<file path="config.mk">
export PLATFORM = sky130hd
export DESIGN_NAME = approx_mult_seq_ctrl
export DESIGN_NICKNAME = d
export VERILOG_FILES = /design/src/rtl/approx_mult_pkg.sv /design/src/rtl/pp_row_reg.sv /design/src/rtl/approx_mult_seq_ctrl.sv
export SDC_FILE = /design/constraint.sdc
export NUM_CORES = 1
export LEC_CHECK = 0
export ABC_CLOCK_PERIOD_IN_PS = 4700
export BUFFER_PORTS_ARGS = -buffer_cell sky130_fd_sc_hd__buf_2
export CAP_MARGIN = 20
export CORE_ASPECT_RATIO = 1.25
export CORE_MARGIN = 3
export CORE_UTILIZATION = 60
export DETAILED_ROUTE_END_ITERATION = 7
export GPL_ROUTABILITY_DRIVEN = 0
export PLACE_DENSITY = 0.87
export SYNTH_ARGS = -nofsm -noshare
export SYNTH_HDL_FRONTEND = slang
export SYNTH_SLANG_ARGS = --single-unit
</file>
<file path="constraint.sdc">
create_clock -name clk -period 4.7 [get_ports clk]
set_input_delay 0.47 -clock clk [delete_from_list [all_inputs] [get_ports clk]]
set_output_delay 0.47 -clock clk [all_outputs]
set_load 0.03 [all_outputs]
</file>
<file path="src/rtl/approx_mult_pkg.sv">
// Shared types and widths for the sequential approximate multiplier.
package approx_mult_pkg;

   localparam int DATA_W = 16;
   localparam int PROD_W = 32;
   localparam int IDX_W  = 4;

   localparam logic [IDX_W-1:0] LAST_IDX = IDX_W'(DATA_W - 1);

   typedef enum logic [1:0] {
      IDLE  = 2'd0,
      RUN   = 2'd1,
      FLUSH = 2'd2,
      DONE  = 2'd3
   } state_t;

   // Weight a partial-product row by its multiplier bit position.
   function automatic logic [PROD_W-1:0] weight_row(input logic [DATA_W-1:0] row,
                                                    input logic [IDX_W-1:0]  pos);
      return PROD_W'(row) << pos;
   endfunction

endpackage

</file>
<file path="src/rtl/pp_row_reg.sv">
// 16x1 AND partial-product row with its output register; one cycle from sel to pp_q.
module pp_row_reg
   import approx_mult_pkg::*;
(
   input  logic              clk,
   input  logic [DATA_W-1:0] a,
   input  logic              sel,
   output logic [DATA_W-1:0] pp_q
);

   always_ff @(posedge clk) begin
      pp_q <= a & {DATA_W{sel}};
   end

endmodule

</file>
<file path="src/rtl/approx_mult_seq_ctrl.sv">
// Shift-add sequencer around pp_row_reg; 18-cycle latency, or 18-APPROX_ROWS with APPROX_ROWS_EN.
// APPROX_ROWS_EN skips the low APPROX_ROWS multiplier bits; the result is held in DONE until out_ready.
module approx_mult_seq_ctrl
   import approx_mult_pkg::*;
#(
   parameter int APPROX_ROWS = 4
) (
   input  logic              clk,
   input  logic              rst,
   input  logic              in_valid,
   output logic              in_ready,
   input  logic [DATA_W-1:0] a,
   input  logic [DATA_W-1:0] b,
   output logic              busy,
   output logic              out_valid,
   input  logic              out_ready,
   output logic [PROD_W-1:0] p
);

`ifdef APPROX_ROWS_EN
   localparam logic APPROX_ON = 1'b1;
`else
   localparam logic APPROX_ON = 1'b0;
`endif

   localparam logic [IDX_W-1:0] FIRST = APPROX_ON ? IDX_W'(APPROX_ROWS) : '0;

   state_t              state;
   logic [DATA_W-1:0]   a_q;
   logic [DATA_W-1:0]   b_q;
   logic [IDX_W-1:0]    idx;
   logic [IDX_W-1:0]    idx_d;
   logic                pp_vld;
   logic [DATA_W-1:0]   pp_q;
   logic [PROD_W-1:0]   acc;
   logic [PROD_W-1:0]   acc_next;

   pp_row_reg u_row (
      .clk  (clk),
      .a    (a_q),
      .sel  (b_q[idx]),
      .pp_q (pp_q)
   );

   // pp_q lags the bit select by a cycle, so it is weighted with idx_d.
   assign acc_next = acc + weight_row(pp_q, idx_d);

   assign in_ready  = (state == IDLE) & ~rst;
   assign out_valid = (state == DONE);
   assign busy      = (state == RUN) | (state == FLUSH);

   always_ff @(posedge clk) begin
      if (rst) begin
         state  <= IDLE;
         a_q    <= '0;
         b_q    <= '0;
         idx    <= '0;
         idx_d  <= '0;
         pp_vld <= 1'b0;
         acc    <= '0;
         p      <= '0;
      end else begin
         if (pp_vld) begin
            acc <= acc_next;
         end
         case (state)
            IDLE: begin
               if (in_valid) begin
                  a_q    <= a;
                  b_q    <= b;
                  idx    <= FIRST;
                  acc    <= '0;
                  pp_vld <= 1'b0;
                  state  <= RUN;
               end
            end
            RUN: begin
               idx_d  <= idx;
               pp_vld <= 1'b1;
               idx    <= idx + 1'b1;
               if (idx == LAST_IDX) begin
                  state <= FLUSH;
               end
            end
            FLUSH: begin
               pp_vld <= 1'b0;
               p      <= acc_next;
               state  <= DONE;
            end
            DONE: begin
               if (out_ready) begin
                  state <= IDLE;
               end
            end
            default: state <= IDLE;
         endcase
      end
   end

endmodule

</file>
==> summary.txt <==
Clocking
  • Clock H-tree levels: 4
  • Clk root buf: clkbuf_16
  • Clock latency on the worst-skew pair: 0.42 ns
  • Post-CTS setup buffer count: 0
  • Num CTS Buffers: 17
  • Clock Path Buffers: 2
  • Post-CTS Resized: 0
  • CTS tree: done
  • Reg clk slew, reported paths: 0.06 ns
  • Clk sink count: 123
  • CTS Hold Buffers Added: 0

GRT
  • Largest net degree at the start of global routing: 49
  • Vias in the first global route: 6,131
  • First-pass GRT wire length: 28.26 mm
  • GRT Total Usage: 25.53%
  • Grt total ovfl: 0
  • Initial antenna violation count: 0

Finish
  • Share of post-route cells with drive strength above 1: 16.56%
  • Finished Layout Cells: 1,073
  • # diodes: 0
  • Final #Nets: 973
  • Area grow syn2layout: 13.25%
  • Filler Cell Count: 900
  • Commonest non-fill, non-tap cell in the layout: dfxtp_1
  • Final Cell Area: 8243 µm²
  • Commonest cells after routing, fill and taps aside: 123 x dfxtp_1, 104 x nand2_1, 98 x nor2_1

Run
  • MaxCap Viol Count: 0

Power
  • Pwr Density: 403.1 nW/µm²
  • Sequential share of power: 36.5%
  • Pleak: 3.354 nW
  • Internal: 2.186 mW
  • Sw Ratio: 34.21%
  • Clock power frac: 38.2%
  • Switch Pwr: 1.137 mW
  • Worst vdd ir: 325.0 µV
  • Total power: 3.323 mW
  • Gate power share: 25.3%

Timing
  • Setup TNS: 0 ns
  • Clk_skew: 0.009330 ns
  • Slew Limit Fails: 0
  • FMAX: 230.7 MHz
  • Final setup fails: 0
  • Final period util: 92.24%
  • Max-Slew Margin vs Limit: 31.82%
  • Fin. Hold Viols: 0
  • Slew @ Worst Pin: 1.020 ns
  • RSZ-0062 raised after global routing: false
  • Crit path time final: 4.335 ns

Die
  • # rows: 44
  • Die Wd: 104.5 µm
  • Core ar.: 11,730 µm²
  • Initial core utilization: 62.07%
  • Die Ht: 129.1 µm
  • Die area: 13,500 µm²
  • Ports: 71

Logic synthesis
  • Post-Synth Adder-Cell Area: 6.636%
  • Mux share of post-synthesis cell area: 11.90%
  • Cell area after synthesis: 7278 µm²
  • EDFF count, synth: 0
  • Largest family of logic cells by synthesized area: simple AND/OR/NAND/NOR gates
  • Post-synthesis async set-or-reset flop share: 0%
  • Syn avg cell area: 8.453 µm²
  • Synth Flop Type: dfxtp_1
  • Synth warnings: 0
  • Post-synthesis sequential area ratio: 33.83%
  • FF+latch count, synth: 123
  • Synth unique cells: 76
  • Post-Syn Nets: 935
  • Simple-gate share of the synthesized area: 21.83%
  • Synth Area in Compound Gates: 19.10%
  • Post-Synthesis Cells: 861
  • Post-Synth XOR/XNOR Area: 2.527%

Setup path
  • Endpoint of the most critical setup path: acc[27]$_SDFF_PP0_
  • Crit Path Category: flip-flop to flip-flop
  • FF-to-FF End: acc[27]$_SDFF_PP0_
  • Reg-to-Reg Start: idx_d[1]$_SDFFE_PP0P_
  • Crit path required time: 5.01 ns
  • Flop2flop setup slack: 0.36 ns
  • Setup crit start kind: flip-flop
  • Reg2Reg Depth: 14
  • Critical path peak fanout: 25
  • CP arrival: 4.64 ns
  • CP startpoint: idx_d[1]$_SDFFE_PP0P_
  • CP Capture Type: flip-flop

Route
  • TritonRoute pass-1 iters: 6
  • Via count: 6,444
  • Avg WL per Cell: 15.73 µm
  • DRT Wirelength: 16.88 mm
  • DRT iter0 DRCs: 354
  • Drc violations: 0
  • Final antenna-violating net count: 0
  • Via density per instance: 6.006

Placement
  • Placed Cells: 1,041
  • Hpwl dp: 11.74 mm
  • Port bufs: 70
  • DP Area: 7667 µm²

Hold path
  • Hold/Removal Path Class: input pin to flip-flop

Outcome
  • Status: complete, no violations
## stage by stage
step                      util, %  worst slack, ns  hold slack, ns
after floorplan                 -           0.7916          0.4296
after global placement      65.39           0.5141          0.4373
after detailed placement    65.39           0.4497          0.4418
after CTS                   70.29           0.4365          0.2659
after global routing        70.29          0.06023          0.2801
final                       70.29           0.3649          0.2778
## layer usage
layer / vias to the layer above / track usage (%) / wire (µm)
met3: 47 / 5.032 / 891
li1: 3158 / - / -
met4: 0 / 11.97 / 563
met2: 224 / 46.01 / 8527
met1: 3015 / 29.22 / 6895
met5: - / 0 / 0
## cell usage after synthesis (all sizes together), types with 10 or more instances
| master | n | area, µm² |
|---|---|---|
| a21oi | 74 | 400.4 |
| o21ai | 29 | 145.1 |
| clkbuf | 47 | 176.4 |
| a21o | 10 | 75.07 |
| and3 | 15 | 95.09 |
| dfxtp | 123 | 2462 |
| xnor2 | 16 | 140.1 |
| a211oi | 13 | 115.1 |
| inv | 17 | 63.81 |
| nor2 | 98 | 367.9 |
| mux4 | 10 | 225.2 |
| nor3 | 13 | 65.06 |
| buf | 14 | 63.81 |
| and2 | 23 | 143.9 |
| mux2i | 55 | 550.5 |
| nand2 | 104 | 390.4 |
| nand3 | 19 | 95.09 |
| ha | 37 | 462.9 |
## state kept, by name, summed over array words and instances (netlist names)
signal      cells
p              32
idx             4
pp_vld          1
b_q            16
a_q            16
state           2
idx_d           4
acc            32
u_row.pp_q     16
## critical path, stage by stage (launching register included)
cell	delay, ns
dfxtp_1	0.91
mux2_2	0.44
a21oi_1	0.25
mux2i_1	0.14
nor2_1	0.13
a21oi_1	0.07
ha_1	0.39
a211oi_1	0.31
o21ai_1	0.13
a221oi_1	0.36
nand3b_1	0.20
o211ai_2	0.18
a41oi_2	0.30
nor4_1	0.07
a311o_1	0.34
## cell type report
cell class                 count  area (µm²)  share of cell area (%)
inverter                      17       63.81                  0.7741
tap                          161       201.4                   2.444
timing repair buffer          80       425.4                   5.161
multi-input combinational    660        4514                   54.77
clock inverter                14       136.4                   1.655
clock buffer                  18       439.2                   5.328
sequential                   123        2462                   29.87
## cell families after synthesis
group,Yosys count
simple gates,329
xor+xnor,21
fa+ha+maj,38
buf+inv,78
compound gates,199
flops,123
mux,73
## how the worst min path moves through the flow
stage | start | to | slack [ns] | depth (start not counted)
3_3_place_gp | a_q[0]$_SDFFE_PP0P_ | u_row.pp_q[0]$_DFF_P_ | 0.44 | 1
3_5_place_dp | a_q[3]$_SDFFE_PP0P_ | u_row.pp_q[3]$_DFF_P_ | 0.44 | 1
5_1_grt | b[11] | b_q[11]$_SDFFE_PP0P_ | 0.28 | 3
2_1_floorplan | a_q[0]$_SDFFE_PP0P_ | u_row.pp_q[0]$_DFF_P_ | 0.43 | 1
6_report | b[7] | b_q[7]$_SDFFE_PP0P_ | 0.28 | 3
4_1_cts | b[7] | b_q[7]$_SDFFE_PP0P_ | 0.27 | 3
## power by group through the flow
stage | clock, mW | sequential (mW) | combinational, mW
after floorplan | 0 | 1.23 | 0.642
after global placement | 0 | 1.23 | 0.812
after detailed placement | 0 | 1.23 | 0.830
after CTS | 1.28 | 1.21 | 0.839
after global routing | 1.33 | 1.23 | 0.924
final | 1.27 | 1.21 | 0.840
Power figures use the tool's default switching activity.
